<file path="src/rtl/regfile_write_ctrl.sv">
// regfile_write_ctrl
// Write-back side of the integer register file. Execute pushes write-back
// requests into a small FIFO. The FIFO drains one registered write per cycle
// into the register file. A per-register busy scoreboard lets issue logic see
// RAW/WAW hazards against writes that are still in flight. x0 is never written
// and is never marked busy.
module regfile_write_ctrl #(
    parameter int DATA_WIDTH = 32,
    parameter int ADDR_WIDTH = 5,
    parameter int DEPTH      = 4
) (
    input  logic                       clk,
    input  logic                       rst,
    input  logic                       reserve_valid,
    input  logic [ADDR_WIDTH-1:0]      reserve_addr,
    output logic                       reserve_ready,
    input  logic                       wb_valid,
    input  logic [ADDR_WIDTH-1:0]      wb_addr,
    input  logic [DATA_WIDTH-1:0]      wb_data,
    output logic                       wb_ready,
    input  logic                       rf_stall,
    output logic                       rf_we,
    output logic [ADDR_WIDTH-1:0]      rf_waddr,
    output logic [DATA_WIDTH-1:0]      rf_wdata,
    output logic [31:0]                busy,
    output logic [$clog2(DEPTH):0]     fifo_count,
    output logic                       err_unreserved
);

    localparam int PW = $clog2(DEPTH);
    localparam int CW = PW + 1;

    // FIFO storage (no reset needed: only entries below count are ever read)
    logic [ADDR_WIDTH-1:0] addr_mem [DEPTH];
    logic [DATA_WIDTH-1:0] data_mem [DEPTH];

    logic [PW-1:0]         wr_ptr_reg, rd_ptr_reg;
    logic [CW-1:0]         count_reg, count_next;
    logic [31:0]           busy_reg, busy_next;
    logic                  rf_we_reg;
    logic [ADDR_WIDTH-1:0] rf_waddr_reg;
    logic [DATA_WIDTH-1:0] rf_wdata_reg;
    logic                  err_reg;

    logic                  fifo_full, fifo_empty;
    logic                  push, pop, reserve_fire, wb_fire, unreserved_hit;
    logic [ADDR_WIDTH-1:0] head_addr;
    logic [DATA_WIDTH-1:0] head_data;

    assign fifo_full  = (count_reg == CW'(DEPTH));
    assign fifo_empty = (count_reg == '0);
    assign head_addr  = addr_mem[rd_ptr_reg];
    assign head_data  = data_mem[rd_ptr_reg];

    // wb_ready looks at fullness only, so a same-cycle pop never frees a slot early
    assign wb_ready      = !fifo_full;
    assign reserve_ready = (reserve_addr == '0) || !busy_reg[reserve_addr];

    assign reserve_fire = reserve_valid && reserve_ready && (reserve_addr != '0);
    assign wb_fire      = wb_valid && wb_ready;
    assign push         = wb_fire && (wb_addr != '0);
    assign pop          = !fifo_empty && !rf_stall;

    // A write to a register nobody reserved (a reservation in the same cycle counts)
    assign unreserved_hit = push && !busy_reg[wb_addr] &&
                            !(reserve_fire && (reserve_addr == wb_addr));

    // Next scoreboard bit per register: a reservation sets it, a pop of that register clears it
    genvar gi;
    generate
        for (gi = 0; gi < 32; gi++) begin : g_busy
            if (gi == 0) begin : g_zero
                assign busy_next[gi] = 1'b0;
            end else begin : g_bit
                logic set_bit, clr_bit;
                assign set_bit = reserve_fire && (reserve_addr == ADDR_WIDTH'(gi));
                assign clr_bit = pop && (head_addr == ADDR_WIDTH'(gi));
                assign busy_next[gi] = set_bit | (busy_reg[gi] & ~clr_bit);
            end
        end
    endgenerate

    // Occupancy update: a simultaneous push and pop leave it unchanged
    always_comb begin
        count_next = count_reg;
        case ({push, pop})
            2'b10:   count_next = count_reg + CW'(1);
            2'b01:   count_next = count_reg - CW'(1);
            default: count_next = count_reg;
        endcase
    end

    // FIFO entry write at the tail
    always_ff @(posedge clk) begin
        if (push) begin
            addr_mem[wr_ptr_reg] <= wb_addr;
            data_mem[wr_ptr_reg] <= wb_data;
        end
    end

    // Pointers, occupancy, scoreboard, sticky error and registered write port
    always_ff @(posedge clk or posedge rst) begin
        if (rst) begin
            wr_ptr_reg   <= '0;
            rd_ptr_reg   <= '0;
            count_reg    <= '0;
            busy_reg     <= '0;
            rf_we_reg    <= 1'b0;
            rf_waddr_reg <= '0;
            rf_wdata_reg <= '0;
            err_reg      <= 1'b0;
        end else begin
            count_reg <= count_next;
            busy_reg  <= busy_next;
            if (push)
                wr_ptr_reg <= wr_ptr_reg + PW'(1);
            if (pop) begin
                rd_ptr_reg   <= rd_ptr_reg + PW'(1);
                rf_waddr_reg <= head_addr;
                rf_wdata_reg <= head_data;
            end
            rf_we_reg <= pop;
            if (unreserved_hit)
                err_reg <= 1'b1;
        end
    end

    assign rf_we          = rf_we_reg;
    assign rf_waddr       = rf_waddr_reg;
    assign rf_wdata       = rf_wdata_reg;
    assign busy           = busy_reg;
    assign fifo_count     = count_reg;
    assign err_unreserved = err_reg;

endmodule

</file>
<file path="config.mk">
export PLATFORM = sky130hd
export DESIGN_NAME = regfile_write_ctrl
export DESIGN_NICKNAME = d
export VERILOG_FILES = /design/src/rtl/regfile_write_ctrl.sv
export SDC_FILE = /design/constraint.sdc
export NUM_CORES = 1
export LEC_CHECK = 0
export BUFFER_PORTS_ARGS = -buffer_cell sky130_fd_sc_hd__buf_2
export CAP_MARGIN = 5
export CORE_MARGIN = 2
export CORE_UTILIZATION = 30
export CTS_CLUSTER_DIAMETER = 100
export CTS_CLUSTER_SIZE = 24
export DETAILED_ROUTE_END_ITERATION = 12
export PLACE_DENSITY = 0.55
export SYNTH_ARGS = -nofsm -noshare
export SYNTH_HDL_FRONTEND = slang
export SYNTH_SLANG_ARGS = --single-unit
</file>
<file path="constraint.sdc">
create_clock -name clk -period 2.75 [get_ports clk]
set_input_delay 0.4125 -clock clk [delete_from_list [all_inputs] [get_ports clk]]
set_output_delay 0.4125 -clock clk [all_outputs]
set_load 0.005 [all_outputs]
</file>
* Word-level counts from Yosys, hierarchy flattened
Memory sizes are Yosys's and may differ from the RTL's. A register that Yosys moved wholly into a read port is not among the register bits.
Index checks and enable logic that the tools add are counted.
Widths: inputs -> output; s select.
** Cells by class
- $add $sub $neg :: 4
- Magnitude comparators :: 2
- Equal/unequal tests :: 66
- Muxes and demuxes :: 7
- Bitwise logic cells :: 93
- Reductions and logical operators :: 82
** Operators by type and width (number)
- $eq 5x5->1 const B :: 32
- $eq 5x4->1 const B :: 16
- $logic_and 1x1->1 :: 70
- $eq 5x3->1 const B :: 8
- $and 1x1->1 :: 31
- $not 1->1 :: 31
- $or 1x1->1 :: 31
- $eq 5x2->1 const B :: 4
- $lt 5x6->1 const B :: 2
- $bmux 1 s5 :: 2
- $eq 5x1->1 const B :: 2
- $reduce_bool 5->1 :: 2
- $logic_not 1->1 :: 6
- $pmux 3 s2 :: 1
- $eq 5x5->1 :: 1
- $logic_not 5->1 :: 1
- $add 2x1->2 const B :: 2
- $mux 1 :: 4
- $add 3x1->3 const B :: 1
- $eq 3x3->1 const B :: 1
- $logic_not 3->1 :: 1
- $sub 3x1->3 const B :: 1
- $eq 2x1->1 const B :: 1
- $eq 2x2->1 const B :: 1
- other kinds (2) :: 2
** Word-level totals
- Flip-flop bits (word level) :: 45
- RAM bits :: 148
- Bits of input ports :: 47
- Output and inout port bits :: 76
- Logic and storage cells :: 263
- Memories :: 2
** Memory list
- data_mem :: words 4, width 32, read ports 1, clocked after Yosys merged registers in 1, wr ports 1, RTL line 35 : logic [DATA_WIDTH-1:0] data_mem [DEPTH];
- addr_mem :: words 4, width 5, read ports 1, clocked after Yosys merged registers in 0, wr ports 1, RTL line 34 : logic [ADDR_WIDTH-1:0] addr_mem [DEPTH];

* Depth between registers and ports, before layout
Gate-level depths: netlist (run 1).
- Depth in word-level cells :: 9
- Mapped depth :: 11
- Mapped depth without buffers :: 10

* Least setup slack after synthesis (run 1)
OpenSTA, ideal clock, no wires.
- Kind :: in2reg
- Start point :: input port wb_addr[1]
- End point :: memory addr_mem[0][0], enable pin
- Setup time :: 0.398 ns
- Arrival time :: 1.990 ns
- Required time :: 2.352 ns
- Slack :: 0.362 ns
- Cell stages on the path :: 5
- Buffers on the path :: 1
- Path through :: clkbuf_1 nor2_1 nand2_1 o211a_1 and2_1
** On the way
- Cells in the longest elaborated chain, start to end :: 4
** RTL lines
- from (decl) :: RTL line 18 : input logic [ADDR_WIDTH-1:0] wb_addr,
- $reduce_bool 5->1 :: RTL line 61 : assign push = wb_fire && (wb_addr != '0);
- $logic_and 1x1->1 :: RTL line 61
- $mux 1 :: RTL line 95 : if (push) begin
- $mux 1 (implied by the code) :: RTL line 96 : addr_mem[wr_ptr_reg] <= wb_addr;
- to (decl) :: RTL line 34
No other way between the ends.

* Final worst setup path (run 1)
- Start point :: register busy_reg[8], in the netlist busy[8]
- End point :: output port reserve_ready
** On the way
- Cells in the longest elaborated chain, start to end :: 4
** RTL lines
- from (decl) :: RTL line 39 : logic [31:0] busy_reg, busy_next;
- from (signal assigned) :: RTL line 114 : busy_reg <= busy_next;
- $bmux 1 s5 :: RTL line 57 : assign reserve_ready = (reserve_addr == '0) || !busy_reg[reserve_addr];
- $mux 1 (implied by the code) :: RTL line 57
- $logic_not 1->1 :: RTL line 57
- $logic_or 1x1->1 :: RTL line 57
- to (decl) :: RTL line 16 : output logic reserve_ready,
No other way between the ends. The select of a mux whose other input is x is not followed.

==> results of run 1 <==
-- routing by layer --
layer	GRT usage	up-vias	wire length [um]
met2	0.2213	179	10380
met5	0	-	11
met1	0.1835	2667	9399
met3	0.02553	20	1261
li1	-	2320	-
met4	0.02602	2	382
-- kinds of logic (layout without fill, tap and decap cells) --
group | count (synthesis) | count (layout) | synth area share
buffers and inverters | 33 | 170 | 0.01680
other | 1 | 1 | 0.0004061
DFF | 225 | 225 | 0.6899
xor gates and xnor gates | 10 | 10 | 0.009483
AOI/OAI and AO/OA | 82 | 82 | 0.05175
adders and majority gates | 6 | 6 | 0.008942
muxes | 98 | 98 | 0.1764
and+or+nand+nor | 75 | 75 | 0.04634
-- synthesized netlist by cell type (all sizes together) (8+ instances only) --
cell	number	area, um^2
and2	9	56.30
buf	17	95.09
dfrtp	77	1927
edfxtp	148	4444
inv	10	37.54
mux2	43	488.0
mux2i	9	90.09
mux4	46	1051
nand2	20	75.07
nand2b	9	56.30
nand4	8	68.82
nor2	9	33.78
o21ai	63	315.3
-- report_power, final --
part | internal, mW | leakage (nW) | switching [mW]
combinational | 1.80 | 1.55 | 1.76
sequential | 4.64 | 2.28 | 0.652
clock | 0.905 | 0.187 | 1.11
total | 7.35 | 4.01 | 3.52
-- worst max-delay path by stage --
stage | startpoint | slack (ns) | to | cells past startpoint
finish | busy[8] | 0.14 | reserve_ready | 6
global route | busy[19] | 0.05 | reserve_ready | 6
CTS | busy[8] | 0.15 | reserve_ready | 6
detailed placement | wb_addr[2] | 0.35 | fifo_count[2] | 11
global placement | wb_addr[2] | 0.35 | fifo_count[2] | 11
floorplan | wb_addr[1] | 0.36 | addr_mem[0][0] | 5
-- metrics by stage --
stage          cell area (um^2)  worst slack (ns)    util  hold WS, ns
4_1_cts                   10780            0.1531  0.3544      0.09035
3_5_place_dp              10410            0.3473  0.3419       0.4731
2_1_floorplan              9235            0.3623       -       0.4738
3_3_place_gp              10410            0.3527  0.3419       0.4693
6_report                  10780            0.1370  0.3544      0.05994
5_1_grt                   10780           0.04935  0.3544       0.1150
-- worst register-to-register path: stages (launching register included) --
cell and delay, ns:
dfrtp_1 0.42, nor3_1 0.07, or2_2 0.35, inv_2 0.22, ha_1 0.23, inv_1 0.06
fa_1 0.37, xor2_1 0.15, nor2_1 0.11, xor2_1 0.16
-- area by class of cell --
type / instances / share of cell area
Clock buffer: 18 / 0.03191
Timing Repair Buffer: 138 / 0.07264
Multi-Input combinational cell: 272 / 0.2517
Tap cell: 396 / 0.04595
Inverter: 10 / 0.003597
Sequential cell: 225 / 0.5911
Clock inverter: 4 / 0.003133
==> summary.txt, run 1 <==
Outcome
  – Run status: finished, final reports clean

Yosys
  – YS warnings: 0
  – Syn_area_per_cell: 17.42 um^2
  – Syn Nets: 583
  – Mapped Cells: 530
  – Flops & latches, synth: 225
  – Mapped Area: 0.009235 mm^2
  – Register area share after synthesis: 0.6899
  – Post-synth EDFFs: 148
  – Post-synth ARST share: 0.3422
  – Yosys cell types: 51
  – Most used DFF post-synth: edfxtp_1

Floorplan
  – Die Width: 179.5 um
  – Die footprint: 0.03220 mm^2
  – Row count: 64
  – Initial Util: 0.3035
  – Core footprint: 0.03043 mm^2
  – I/O pin cnt: 123
  – Die span in y: 179.5 um

STA
  – Slew of the pin with the lowest slew margin: 0.8400 ns
  – RSZ-0062 raised after global routing: false
  – Relative slew slack: 0.4400
  – Final setup violation count: 0
  – Final Skew: 0.01063 ns
  – Fin Setup TNS: 0 ns
  – Max Fclk: 0.3827 GHz
  – Final Max Tran Viols: 0
  – Period utilization: 0.9502
  – Final count of hold timing violations: 0
  – Fin crit period: 2.613 ns

Finish
  – Nets: 713
  – P&R area growth vs syn: 16.76%
  – Share of cells above drive strength 1: 0.3823
  – Ant diodes: 0
  – Non-Filler Instances: 1063
  – Multi-input combinational cell area: 0.002714 mm^2
  – Commonest non-fill, non-tap cell in the layout: edfxtp_1
  – Sequential Area: 0.006374 mm^2
  – Max reg flops: 128
  – Most frequent cells in the layout: edfxtp_1 (148), buf_2 (121), dfrtp_1 (75)
  – Fillers: 2929

GRT
  – Vias in the first global route: 5404
  – GRT overflow: 0
  – First-pass GRT wire length: 33760 um
  – Largest net degree at the start of global routing: 39
  – Tot GR Track Use: 0.1332
  – Initial antenna violation count: 2

Power and ir drop
  – LEAKAGE: 4.014 nW
  – Peak VDD IR: 580.9 uV
  – Overall Power: 10.87 mW
  – Cell area power density: 1008 mW/mm^2

Critical path
  – CP Class: reg -> out
  – Crit-path cells: mux4_2 -> o2bb2ai_1 -> nor4bb_1 -> nor3_4 -> and2_1 -> buf_2
  – Crit Reg-Reg Endpoint: fifo_count[2]
  – Startpoint Class: flop
  – Largest stage delay, worst path: 0.49 ns
  – CP delay by family, top: simple AND/OR/NAND/NOR gates
  – Crit path max fanout: 4
  – R2R setup slack: 0.56 ns
  – R2R Path Start: fifo_count[0]
  – Slowest cell on crit path: dfrtp_1
  – Critical path arrival: 2.20 ns
  – Worst R2R Path Depth: 9
  – Req. time, crit path: 2.34 ns
  – Crit path buf inv count: 1
  – Crit end category: output pin

Clock network
  – Root Buffer: clkbuf_16
  – Latest clock arrival within the worst-skew pair: 0.48 ns
  – H-tree Lvls: 1
  – Post-CTS setup buffers: 0
  – Clock transition at path regs: 0.10 ns
  – Clock Tree Buf Depth: 3
  – CTS tree: built
  – Post-cts hold buffer count: 0
  – CTS resizes: 0
  – # clock sinks: 225
  – CTS buffer count: 13

Routing
  – DRC: 0
  – Routed WL: 21440 um
  – DR WL/cell: 20.17 um
  – Final ANT Viol Nets: 0
  – Iter 0 DRT Violations: 392
  – First-pass DRT Iterations: 5
  – Via count: 5188
  – Via density: 4.881

Place
  – RD Place Congestion: 0.8530
  – Port buffer count: 121
  – Placed Cells: 1041
  – Hpwl dp: 13780 um

Job
  – Max-Cap Viols: 0

Worst hold path
  – Hold Path Class: in -> async
No activity file was read; power rests on OpenSTA's default activity.
==> inputs of run 2 (changes only) <==
--- a/config.mk
+++ b/config.mk
@@ -16,3 +16,4 @@
 export SYNTH_ARGS = -nofsm -noshare
 export SYNTH_HDL_FRONTEND = slang
 export SYNTH_SLANG_ARGS = --single-unit
+export TNS_END_PERCENT = 20
==> constraint.sdc (replaced) <==
create_clock -name clk -period 2.71 [get_ports clk]
set_input_delay 0.4065 -clock clk [delete_from_list [all_inputs] [get_ports clk]]
set_output_delay 0.4065 -clock clk [all_outputs]
set_load 0.005 [all_outputs]
==> run 2 against run 1 <==
Via count shrank 0.69%. Critical path depth did not move. Cell area increased by 0.12%. Die area is the same. Flip-flop and latch count is the same. Critical path type unchanged. Setup slack lost 0.031 ns. Largest power group unchanged. Count of clock-buffer cells in the layout increased by 1. Combinational power barely moved. Worst hold slack better by 0.091 ns. Global-route usage fell by 0.31 points. Utilization is essentially flat. Sequential share of layout area down 0.069 points. Critical endpoint unchanged.
==> summary.txt, run 2 (synthesis results as in run 1) <==
Floorplan
  – Die span in y: 179.5 um (unchanged)
  – I/O pin cnt: 123 (unchanged)
  – Die footprint: 0.03220 mm^2 (unchanged)
  – Die Width: 179.5 um (unchanged)
  – Row count: 64 (unchanged)
  – Initial Util: 0.3035 (unchanged)
  – Core footprint: 0.03043 mm^2 (unchanged)

STA
  – Final Skew: 0.02107 ns (+0.01044 ns)
  – RSZ-0062 raised after global routing: false
  – Fin Setup TNS: 0 ns (unchanged)
  – Period utilization: 0.9608
  – Max Fclk: 0.3840 GHz
  – Relative slew slack: 0.6325 (+0.1925)
  – Slew of the pin with the lowest slew margin: 0.5513 ns (-0.2887 ns)
  – Final Max Tran Viols: 0 (unchanged)
  – Final count of hold timing violations: 0 (unchanged)
  – Final setup violation count: 0 (unchanged)
  – Fin crit period: 2.604 ns

Routing
  – DRC: 0 (unchanged)
  – Routed WL: 20880 um (-2.6%)
  – First-pass DRT Iterations: 5 (unchanged)
  – Iter 0 DRT Violations: 310 (-21%)
  – Final ANT Viol Nets: 0 (unchanged)
  – DR WL/cell: 19.63 um (-2.7%)
  – Via density: 4.842 (-0.79%)
  – Via count: 5152 (-0.69%)

Power and ir drop
  – LEAKAGE: 4.013 nW (about the same)
  – Overall Power: 10.94 mW (+0.63%)
  – Cell area power density: 1013 mW/mm^2 (+0.51%)
  – Peak VDD IR: 473.5 uV (-18%)

GRT
  – GRT overflow: 0 (unchanged)
  – Vias in the first global route: 5497 (+1.7%)
  – Tot GR Track Use: 0.1302 (-0.003060)
  – First-pass GRT wire length: 32900 um (-2.6%)
  – Largest net degree at the start of global routing: 38 (-2.6%)
  – Initial antenna violation count: 1 (-1)

Finish
  – Most frequent cells in the layout: edfxtp_1 (148), buf_2 (121), dfrtp_1 (75)
  – Commonest non-fill, non-tap cell in the layout: edfxtp_1
  – Max reg flops: 128 (unchanged)
  – P&R area growth vs syn: 16.90%
  – Ant diodes: 0 (unchanged)
  – Non-Filler Instances: 1064 (+0.094%)
  – Share of cells above drive strength 1: 0.3832 (+0.0009247)
  – Nets: 715 (+0.28%)

Place
  – Placed Cells: 1042 (+0.096%)
  – RD Place Congestion: 0.8247 (-3.3%)
  – Hpwl dp: 13830 um (+0.35%)
  – Port buffer count: 121 (unchanged)

Critical path
  – Critical path arrival: 2.20 ns (about the same)
  – Startpoint Class: flop
  – Crit path max fanout: 4 (unchanged)
  – Crit end category: output pin
  – Req. time, crit path: 2.30 ns (-0.04 ns)
  – CP Class: reg -> out

Clock network
  – H-tree Lvls: 1 (unchanged)
  – # clock sinks: 225 (unchanged)
  – Clock Tree Buf Depth: 3 (unchanged)
  – Root Buffer: clkbuf_16
  – Post-CTS setup buffers: 0 (unchanged)
  – CTS tree: built
  – CTS buffer count: 13 (unchanged)
  – Clock transition at path regs: 0.09 ns (about the same)
  – Latest clock arrival within the worst-skew pair: 0.48 ns (about the same)

Job
  – Max-Cap Viols: 0 (unchanged)

Worst hold path
  – Hold Path Class: in -> reg

Outcome
  – Run status: finished, final reports clean
run 2: changes by cell type in the layout (fill, tap and decap cells not counted):
cell | previous run | this run
buf_4 | 13 | 14
clkbuf_1 | 5 | 6
clkinv_2 | 2 | 1
clkinv_8 | 1 | 0
clkinvlp_4 | 0 | 1
dlygate4sd3_1 | 0 | 1
inv_1 | 9 | 8
inv_6 | 1 | 0
inv_8 | 0 | 1
nor4b_1 | 1 | 0
nor4b_2 | 0 | 1
run 2: per-layer routing:
layer  global-route usage  share of wire
met4              0.03285          0.018
met3              0.02715          0.054
met5                    0        0.00062
met1               0.1785           0.46
met2               0.2120           0.47
run 2: timing repair:
| action | CTS | global route |
|---|---|---|
| resized for setup | 0 | 1 |
| endpoints found under the hold margin | 23 | 0 |
| setup endpoints to repair | 0 | 1 |
| hold buffers | 1 | 0 |
run 2: final cells by class:
class	count	area (um^2)
flip-flops and latches	225	6374
clock inverters	2	18.77
fillers	2949	19630
well taps	396	495.5
inverters	10	38.79
repair buffers	140	800.8
clock buffers	19	347.8
multi-input cells	272	2720
run 2: where the power goes:
group	switching [mW]	leakage, nW	internal, mW
Clock	1.07	0.173	0.913
Combinational	1.74	1.56	1.84
Sequential	0.666	2.28	4.71
Total	3.48	4.01	7.46
run 2: critical path, cell delays in order (launching register included):
cell and delay, ns:
dfrtp_1 0.47, mux4_2 0.49, o22ai_1 0.16, nor3_1 0.09, nor3_4 0.17, and2_1 0.21, buf_2 0.14
run 2: path summary, 6_finish.rpt:
kind | start | to | slack (ns) | cells after the start
setup / recovery | busy[27] | reserve_ready | 0.11 | 6
hold / removal | wb_data[20] | data_mem[2][20] | 0.15 | 1
setup reg to reg | fifo_count[2] | fifo_count[2] | 0.49 | 9
hold reg to reg | rf_waddr[0] | rf_waddr[0] | 0.50 | 1
max in group asynchronous | rst | rf_waddr[0] | 1.49 | 4
min in group asynchronous | rst | busy[28] | 0.50 | 3
run 2: per-stage QoR:
step                hold WS (ns)  setup WS, ns    util  area (um^2)
floorplan                 0.4738        0.3283       -         9235
global placement          0.4665        0.3210  0.3422        10410
detailed placement        0.4792        0.2841  0.3422        10410
CTS                       0.1243        0.1030  0.3546        10790
global route              0.1263      0.003311  0.3548        10800
finish                    0.1510        0.1062  0.3548        10800
==> inputs of run 3 (changes only) <==
--- a/config.mk
+++ b/config.mk
@@ -5,6 +5,7 @@
 export SDC_FILE = /design/constraint.sdc
 export NUM_CORES = 1
 export LEC_CHECK = 0
+export ABC_AREA = 1
 export BUFFER_PORTS_ARGS = -buffer_cell sky130_fd_sc_hd__buf_2
 export CAP_MARGIN = 5
 export CORE_MARGIN = 2
==> run 3 against run 2 <==
Utilization about the same. Count of clock-buffer cells in the layout did not move. First-iteration DRC count rose by 57%. Register-to-register slack worse by 0.04 ns. Clock skew is 0.0026 ns higher. Critical path type unchanged.
==> summary.txt, run 3 <==
Routing
  – DR WL/cell: 17.28 um (-12%)
  – Via count: 7026 (+36%)
  – Routed WL: 25500 um (+22%)
  – Iter 0 DRT Violations: 488 (+57%)
  – First-pass DRT Iterations: 5 (unchanged)
  – Final ANT Viol Nets: 0 (unchanged)
  – Via density: 4.760 (-1.7%)
  – DRC: 0 (unchanged)

Power and ir drop
  – Peak VDD IR: 434.4 uV (-8.2%)
  – P_int: 7.256 mW (-2.8%)
  – Clock power share: 0.197 (+0.015)
  – Sw Share: 0.3845 (+0.06670)
  – Switching power: 4.533 mW (+30%)
  – Cell area power density: 1054 mW/mm^2 (+4.0%)
  – LEAKAGE: 4.479 nW (+12%)
  – Sequential share of power: 0.453 (-0.039)
  – Comb power frac: 0.349 (+0.022)
  – Overall Power: 11.79 mW (+7.8%)

Critical path
  – Req. time, crit path: 2.30 ns (about the same)
  – Critical path arrival: 1.97 ns (-0.23 ns)
  – CP delay by family, top: simple AND/OR/NAND/NOR gates
  – Crit end category: output pin
  – Startpoint Class: flop
  – CP most frequent cell: nand2_1
  – CP Class: reg -> out
  – Crit-path cells: nand2_1 -> nand2_1 -> nand2_1 -> nand2_1 -> nand2_1 -> nand2_1 -> nor2_1 -> nor2_1 -> nor2_1 -> buf_2
  – Crit path max fanout: 4 (unchanged)
  – Slowest cell on crit path: dfrtp_1
  – Largest stage delay, worst path: 0.49 ns (about the same)
  – Crit path buf inv count: 1 (unchanged)

Floorplan
  – Die footprint: 0.03349 mm^2 (+4.0%)
  – Initial Util: 0.3046 (+0.001144)
  – Die Width: 183.0 um (+2.0%)
  – Row count: 65 (+1.6%)
  – Core footprint: 0.03156 mm^2 (+3.7%)
  – I/O pin cnt: 123 (unchanged)
  – Die span in y: 183.0 um (+2.0%)

Yosys
  – Mapped Cells: 955 (+80%)
  – Mux share of post-synthesis cell area: 0 (-0.1764)
  – Most used DFF post-synth: edfxtp_1
  – Area leader, netlist: edfxtp_1
  – Syn Nets: 1008 (+73%)
  – XOR/XNOR Fraction of Synth Area: 0.008200 (-0.001284)
  – Flops & latches, synth: 225 (unchanged)
  – Yosys cell types: 29 (-43%)
  – Adder-Cell Fraction of Synth Area: 0.008590 (-0.0003515)
  – Mapped Area: 0.009613 mm^2 (+4.1%)
  – Synth Area in Simple Gates: 0.1881 (+0.1417)
  – Area share of the largest cell type after synthesis: 0.4623 (-0.01892)
  – Area contributors post-synth: edfxtp_1 (46%), dfrtp_1 (20%), nor2_1 (8.2%)
  – Post-synth top cells: nor2_1 (209), nand2_1 (190), edfxtp_1 (148), o21ai_0 (112), dfrtp_1 (77)
  – Complex-gate fraction of the synthesized area: 0.09124 (+0.03949)
  – Largest family of logic cells by synthesized area: simple AND/OR/NAND/NOR gates
  – Syn_area_per_cell: 10.07 um^2 (-42%)
  – Post-synth ARST share: 0.3422 (unchanged)
  – Top-count cell post-synth: nor2_1
  – Register area share after synthesis: 0.6628 (-0.02712)
  – YS warnings: 0 (unchanged)
  – Post-synth EDFFs: 148 (unchanged)

Place
  – DP Worst Slack: 0.2159 ns (-0.06814 ns)
  – Hpwl dp: 16210 um (+17%)
  – Port buffer count: 121 (unchanged)
  – RD Place Congestion: 0.8716 (+5.7%)

STA
  – Relative slew slack: 0.4202 (-0.2123)
  – Setup ws final: 0.3321 ns (+0.2260 ns)
  – Final Skew: 0.02371 ns (+0.002635 ns)
  – Final Max Tran Viols: 0 (unchanged)
  – Final setup violation count: 0 (unchanged)
  – Fin crit period: 2.378 ns (-0.2260 ns)
  – Slew of the pin with the lowest slew margin: 0.8677 ns (+0.3164 ns)
  – Max Fclk: 0.4205 GHz (+9.5%)
  – Final count of hold timing violations: 0 (unchanged)
  – RSZ-0062 raised after global routing: false
  – Period utilization: 0.8774 (-0.08338)

Clock network
  – CTS buffer count: 14 (+1)
  – Post-cts hold buffer count: 0 (-1)
  – CTS tree: built
  – Clock Tree Buf Depth: 3 (unchanged)
  – Post-CTS setup buffers: 0 (unchanged)
  – # clock sinks: 225 (unchanged)
  – Latest clock arrival within the worst-skew pair: 0.49 ns (about the same)
  – Root Buffer: clkbuf_16
  – H-tree Lvls: 1 (unchanged)
  – Clock transition at path regs: 0.10 ns (about the same)
  – CTS resizes: 0 (unchanged)

GRT
  – Tot GR Track Use: 0.1539 (+0.02375)
  – Largest net degree at the start of global routing: 68 (+79%)
  – GRT overflow: 0 (unchanged)
  – First-pass GRT wire length: 39910 um (+21%)
  – Initial antenna violation count: 4 (+3)
  – Vias in the first global route: 6833 (+24%)

Finish
  – Share of cells above drive strength 1: 0.1660 (-0.2172)
  – Most frequent cells in the layout: nor2_1 (204), nand2_1 (190), edfxtp_1 (148)
  – Max reg flops: 128 (unchanged)
  – Fillers: 3160 (+7.2%)
  – Commonest non-fill, non-tap cell in the layout: nor2_1
  – P&R area growth vs syn: 16.33%
  – Nets: 1117 (+56%)

Worst hold path
  – Hold Path Class: in -> async

Outcome
  – Run status: finished, final reports clean

Job
  – Max-Cap Viols: 0 (unchanged)
## run 3: worst paths after layout
kind                                      from              end  slack [ns]  cells past startpoint
worst max-delay path                   busy[8]    reserve_ready        0.33                     10
worst min-delay path                       rst         busy[10]       0.004                      2
worst max register to register   fifo_count[0]  data_mem[2][29]        0.45                      6
worst min register to register  err_unreserved   err_unreserved        0.46                      2
max in group asynchronous                  rst    rd_ptr_reg[0]        2.04                      3
min in group clk                   wb_data[19]  data_mem[3][19]        0.13                      1
## run 3: logic make-up (layout without fill, tap and decap cells)
logic type | Yosys count | after routing
xor+xnor | 9 | 9
buf+inv | 96 | 213
other cells | 1 | 3
fa+ha+maj | 6 | 6
compound gates | 163 | 163
simple gates | 455 | 455
flops | 225 | 225
## run 3: area by class of cell
type | instances | area, um^2 | share of cell area
repair buffers | 142 | 775.7 | 0.06937
clock inverters | 5 | 71.32 | 0.006377
multi-input cells | 634 | 2888 | 0.2582
well taps | 402 | 503.0 | 0.04498
clock buffers | 19 | 390.4 | 0.03491
flip-flops and latches | 225 | 6372 | 0.5698
inverters | 47 | 177.7 | 0.01589
diodes | 2 | 5.005 | 0.0004475
## run 3: metrics by stage
| stage | instance area (um^2) | util | TNS [ns] | hold WS (ns) | instances |
|---|---|---|---|---|---|
| 3_5_place_dp | 10720 | 0.3396 | 0 | 0.4513 | 1450 |
| 2_1_floorplan | 9613 | - | -43.44 | 0.4568 | 955 |
| 6_report | 11180 | 0.3544 | 0 | 0.004405 | 1476 |
| 3_3_place_gp | 10720 | 0.3396 | 0 | 0.4503 | 1450 |
| 5_1_grt | 11180 | 0.3543 | 0 | 0.05268 | 1475 |
| 4_1_cts | 11180 | 0.3542 | 0 | 0.01651 | 1474 |
## run 3: routing by layer
layer / vias up / global-route usage / part of all wire
li1: 3441 / - / -
met1: 3337 / 0.2167 / 0.46
met2: 199 / 0.2452 / 0.46
met3: 45 / 0.02343 / 0.049
met4: 4 / 0.04864 / 0.028
met5: - / 0 / 0.00075
## run 3: worst reg2reg max path, cell delays in order (launching register included)
cell      delay [ns]
dfrtp_1         0.40
inv_1           0.09
nand3_1         0.13
o311ai_2        0.12
buf_4           0.17
nor2_4          0.66
buf_4           0.39
## run 3: power by group through the flow
| stage | clock network [mW] | logic [mW] | registers [mW] |
|---|---|---|---|
| final | 2.33 | 4.12 | 5.34 |
| after CTS | 2.40 | 4.20 | 5.35 |
| after floorplan | 0 | 2.50 | 5.27 |
| after global placement | 0 | 4.14 | 5.42 |
| after global routing | 2.52 | 4.72 | 5.46 |
| after detailed placement | 0 | 4.18 | 5.42 |
